**config.mk**
```make
export PLATFORM = sky130hd
export DESIGN_NAME = tmr0_prescaler
export DESIGN_NICKNAME = d
export VERILOG_FILES = /design/src/rtl/tmr0_prescaler.sv
export SDC_FILE = /design/constraint.sdc
export NUM_CORES = 1
export LEC_CHECK = 0
export ABC_AREA = 0
export CAP_MARGIN = 15
export CORE_UTILIZATION = 45
export CTS_BUF_LIST = sky130_fd_sc_hd__clkbuf_4 sky130_fd_sc_hd__clkbuf_8 sky130_fd_sc_hd__clkbuf_16
export DETAILED_ROUTE_END_ITERATION = 6
export PLACE_DENSITY = 0.71
export SETUP_SLACK_MARGIN = 0.02
export SYNTH_ARGS = -nofsm -noshare
export SYNTH_HDL_FRONTEND = slang
export SYNTH_SLANG_ARGS = --single-unit
```
**constraint.sdc**
```tcl
create_clock -name clk -period 5 [get_ports clk]
set_clock_uncertainty 0.2 [all_clocks]
set_input_delay 1.25 -clock clk [delete_from_list [all_inputs] [get_ports clk]]
set_output_delay 1.25 -clock clk [all_outputs]
set_load 0.05 [all_outputs]
```
**src/rtl/tmr0_prescaler.sv**
```systemverilog
// Timer0 with shared 8-bit prescaler, synchronized T0CKI edge source and TMR0 write inhibit.
// Optional watchdog path enabled by defining WDT_EN.
module tmr0_prescaler #(
  parameter int unsigned SYNC_STAGES = 2,
  parameter int unsigned WDT_W       = 10
) (
  input  logic       clk,
  input  logic       rst,
  input  logic [7:0] OPTION,
  input  logic       T0CKI,
  input  logic       TMR0_wr,
  input  logic [7:0] W,
  input  logic       CLRWDT,
  output logic [7:0] TMR0,
  output logic       T0IF,
  output logic       WDT_TO
);

  localparam int unsigned PSC_W = 8;
  localparam int unsigned INH_W = 2;

  logic                   w_t0cs;
  logic                   w_t0se;
  logic                   w_psa;
  logic [2:0]             w_ps;

  logic [SYNC_STAGES-1:0] r_sync;
  logic                   r_lvl_q;
  logic                   r_ev_ext;
  logic                   r_psa_q;
  logic [PSC_W-1:0]       r_psc;
  logic [PSC_W-1:0]       w_psc_nxt;
  logic [7:0]             r_tmr0;
  logic                   r_t0if;
  logic [INH_W-1:0]       r_inh;

  logic                   w_sync_out;
  logic [PSC_W-1:0]       w_mask;
  logic                   w_hit;
  logic                   w_ev;
  logic                   w_psa_chg;
  logic                   w_inc;

  assign w_t0cs = OPTION[5];
  assign w_t0se = OPTION[4];
  assign w_psa  = OPTION[3];
  assign w_ps   = OPTION[2:0];

  assign w_sync_out = r_sync[SYNC_STAGES-1];
  assign w_mask     = PSC_W'((9'd2 << w_ps) - 9'd1);
  assign w_hit      = ((r_psc & w_mask) == w_mask);
  assign w_ev       = w_t0cs ? r_ev_ext : 1'b1;
  assign w_psa_chg  = w_psa ^ r_psa_q;
  assign w_inc      = w_ev & ~w_psa_chg & (r_inh == INH_W'(0)) & (w_psa | w_hit);

  // External pin synchronizer followed by a registered edge detect
  always_ff @(posedge clk or posedge rst) begin
    if (rst) begin
      r_sync   <= '0;
      r_lvl_q  <= 1'b0;
      r_ev_ext <= 1'b0;
    end else begin
      r_sync   <= {r_sync[SYNC_STAGES-2:0], T0CKI};
      r_lvl_q  <= w_sync_out;
      r_ev_ext <= w_t0se ? (r_lvl_q & ~w_sync_out) : (~r_lvl_q & w_sync_out);
    end
  end

  // Prescaler next value: PSA change beats write-clear beats advance
  always_comb begin
    w_psc_nxt = r_psc;
    if (w_psa_chg) begin
      w_psc_nxt = '0;
    end else if (!w_psa) begin
      if (TMR0_wr)   w_psc_nxt = '0;
      else if (w_ev) w_psc_nxt = r_psc + PSC_W'(1);
    end else begin
`ifdef WDT_EN
      if (CLRWDT) w_psc_nxt = '0;
      else        w_psc_nxt = r_psc + PSC_W'(1);
`endif
    end
  end

  always_ff @(posedge clk or posedge rst) begin
    if (rst) begin
      r_psa_q <= 1'b0;
      r_psc   <= '0;
      r_tmr0  <= '0;
      r_t0if  <= 1'b0;
      r_inh   <= '0;
    end else begin
      r_psa_q <= w_psa;
      r_psc   <= w_psc_nxt;
      r_t0if  <= w_inc & ~TMR0_wr & (r_tmr0 == 8'hFF);
      if (TMR0_wr) begin
        r_tmr0 <= W;
        r_inh  <= INH_W'(2);
      end else begin
        if (w_inc)                r_tmr0 <= r_tmr0 + 8'd1;
        if (r_inh != INH_W'(0))   r_inh  <= r_inh - INH_W'(1);
      end
    end
  end

`ifdef WDT_EN
  logic [WDT_W-1:0] r_wdt;
  logic             r_wdt_to;
  logic             w_wdt_adv;

  // With PSA=1 the watchdog ticks once per prescaler period
  assign w_wdt_adv = w_psa ? (w_hit & ~w_psa_chg) : 1'b1;

  always_ff @(posedge clk or posedge rst) begin
    if (rst) begin
      r_wdt    <= '0;
      r_wdt_to <= 1'b0;
    end else if (CLRWDT) begin
      r_wdt    <= '0;
      r_wdt_to <= 1'b0;
    end else begin
      r_wdt_to <= w_wdt_adv & (&r_wdt);
      if (w_wdt_adv) r_wdt <= r_wdt + WDT_W'(1);
    end
  end

  assign WDT_TO = r_wdt_to;
`else
  logic w_unused;
  assign w_unused = ^{CLRWDT, 32'(WDT_W)};
  assign WDT_TO   = 1'b0;
`endif

  assign TMR0 = r_tmr0;
  assign T0IF = r_t0if;

endmodule

```
==> summary.txt <==
Post-DP HPWL - 2.19 mm
max_slew headroom - 0.208
Syn Nets - 174
sequential standard cell area - 601 um2
simple-gate share of the synthesized area - 0.223
Max Freq - 235 MHz
Distinct cells, synth - 43
pre-CTS setup slack - 430 ps
clock sink count - 24
pin count of the biggest net entering global routing - 25
drc violations - 1
setup TNS - 0 ps
Min-Delay Endpoint - r_sync[1]
CP Depth - 8
most frequent cells in the layout - 26 x clkdlybuf4s50_1, 24 x dfrtp_1, 18 x nor2_1
area of the multi-input gates - 697 um2
leakage power - 0.671 nW
htree depth - 1
gr usage total - 0.204
grt ovf - 0
fraction of layout cells with a size suffix above 1 - 0.0636
Final #Nets - 200
worst setup margin - 746 ps
final core occ - 0.599
I/O pin cnt - 31
crit path cell chain - clkdlybuf4s50_1 > or3_4 > ha_1 > or4b_2 > a311oi_1 > or2_4 > nor3_1 > and4_1
antenna violations before repair - 0
Synth top area share - 0.436
slowest CP cell - or4b_2
Clock Path Buffers - 2
Synth async-reset ratio - 1.00
reg-to-reg startpoint - r_psc[0]
crit end category - flip-flop
CTS tree - yes
status - finished, violations left
clk slew on worst S/H paths - 140 ps
Area contributors post-synth - dfrtp_1 44%, nor2_1 4.9%, ha_1 4.5%
FF+latch count, synth - 24
Max-Cap Viols - 0
CTS resizes - 0
delay-heaviest family, CP - simple AND/OR/NAND/NOR gates
gpl congestion - 0.765
initial DRC count - 48
Power Total - 499 uW
Num CTS Buffers - 3
vias in the first global route - 1219
Pre-antenna DRT Iters - 6
RSZ-0062 raised after global routing - no
Synth Cell Area - 0.00138 mm2
number of flops mapped to enable cells by yosys - 0
die width - 57.3 um
Post-CTS Repair Setup Buffers - 0
via count - 1227
CORE AREA - 0.00283 mm2
Worst Path Required - 5020 ps
worst path bufs/invs - 1
post-layout minimum cycle time - 4250 ps
later-pin clock latency in the skew report - 320 ps
Fin. Hold Viols - 0
fin crit share - 0.851
post-synthesis sequential area ratio - 0.436
R2R setup slack - 2490 ps
Synth Area in Adders - 0.0455
r2r worst-path depth - 5
Layout fillers - 264
slowest stage delay, CP - 680 ps
first-pass GRT wire length - 5.30 mm
Post-Synth XOR/XNOR Area - 0.0318
reg-to-reg endpoint - TMR0[2]
Worst-Margin Slew - 1170 ps
Avg Cell Area, Syn - 9.30 um2
HP Class - reg2reg
top_reg_cell synth - dfrtp_1
final wirelength - 2.99 mm
Clock Tree Root - clkbuf_4
worst hold path startpoint - r_sync[0]
area delta synth->final - 23.1%
crit path from - OPTION[2]
critical setup path kind - in2reg
failing checks - design-rule violations
num rows - 19
DR vias/cell - 6.01
mux cell area share after synthesis - 0.00818
Avg WL per Cell - 14.7 um
Post-Synthesis Cells - 148
most common cell after layout, fill and taps aside - clkdlybuf4s50_1
ANT nets after route - 0
hold depth - 0
pwr dens - 295 mW/mm2
Critical Path AT - 4280 ps
Die Area - 0.00328 mm2
# setup viols final - 0
Synth Area in Compound Gates - 0.195
worst IR drop on VDD - 0.163 mV
chip height - 57.3 um
final max-slew violation count - 0
CP Launch Type - input pin
largest area contributor in the synthesized netlist - dfrtp_1
# diodes - 0
Port-buffer cells - 26
main combinational cell family by area after synthesis - simple AND/OR/NAND/NOR gates
Yosys warning total - 0
CTS Hold Bufs - 0
CP Max Fanout - 14
Starting Density - 0.487
[routing by layer]
| layer | GRT usage | share of wire |
|---|---|---|
| met5 | 0 | 0 |
| met2 | 0.333 | 0.49 |
| met3 | 0.0249 | 0.049 |
| met1 | 0.281 | 0.46 |
| met4 | 0.0732 | 0.0084 |
[kinds of logic after synthesis]
logic type / count (synthesis)
AND/OR/NAND/NOR: 56
AO/OA/AOI/OAI: 39
flip-flops: 24
buffers and inverters: 17
adder cells (fa/ha/maj): 5
XOR/XNOR: 5
other: 1
multiplexers: 1
[cells in the mapped netlist (2+ instances only)]
| cell | count |
|---|---|
| xnor2_1 | 3 |
| o21ai_0 | 11 |
| o21a_1 | 2 |
| dfrtp_1 | 24 |
| nor2b_1 | 2 |
| or4_1 | 5 |
| o31ai_1 | 7 |
| nand2_1 | 7 |
| nor3_1 | 3 |
| xor2_1 | 2 |
| or2_2 | 2 |
| clkbuf_1 | 2 |
| a41oi_1 | 2 |
| nand3_1 | 6 |
| buf_4 | 2 |
| o211ai_1 | 2 |
| o41ai_1 | 2 |
| inv_1 | 11 |
| nor2_1 | 18 |
| a31oi_1 | 8 |
| ha_1 | 5 |
[worst register-to-register path, stage by stage (launching register included)]
cell,delay [ps]
dfrtp_1,460
o21ai_0,130
a41oi_1,230
a41oi_1,540
or4_1,680
a31oi_1,200
[worst max path at each step]
stage                     slack (ps)      end
final                            750     T0IF
after global routing             580  TMR0[2]
after CTS                        790     T0IF
after detailed placement         430     T0IF
after global placement           480     T0IF
after floorplan                 1080     T0IF
[state kept, by name, summed over array words and instances, names as in the netlist]
| register | cells |
|---|---|
| r_psc | 8 |
| r_sync | 2 |
| T0IF | 1 |
| r_inh | 2 |
| r_ev_ext | 1 |
| r_psa_q | 1 |
| r_lvl_q | 1 |
| TMR0 | 8 |
[where the power goes]
group          total [mW]  leakage (nW)  switching [mW]  internal [mW]
Clock               0.145        0.0279          0.0635         0.0811
Sequential          0.224         0.297          0.0132          0.210
Combinational       0.131         0.346          0.0757         0.0554
[metrics by stage]
step / instances / hold WS, ps / area, um2
finish: 204 / 185 / 1690
global route: 204 / 196 / 1690
CTS: 204 / 190 / 1690
detailed placement: 200 / 149 / 1640
global placement: 200 / 141 / 1640
floorplan: 148 / 131 / 1380
[cell type report]
cell class	count	area share
Multi-Input combinational cell	107	0.411
Sequential cell	24	0.355
Timing Repair Buffer	26	0.154
Inverter	12	0.0266
Tap cell	31	0.0229
Clock inverter	1	0.0177
Clock buffer	3	0.0133
Note: power is estimated with default switching activity, not from simulation.
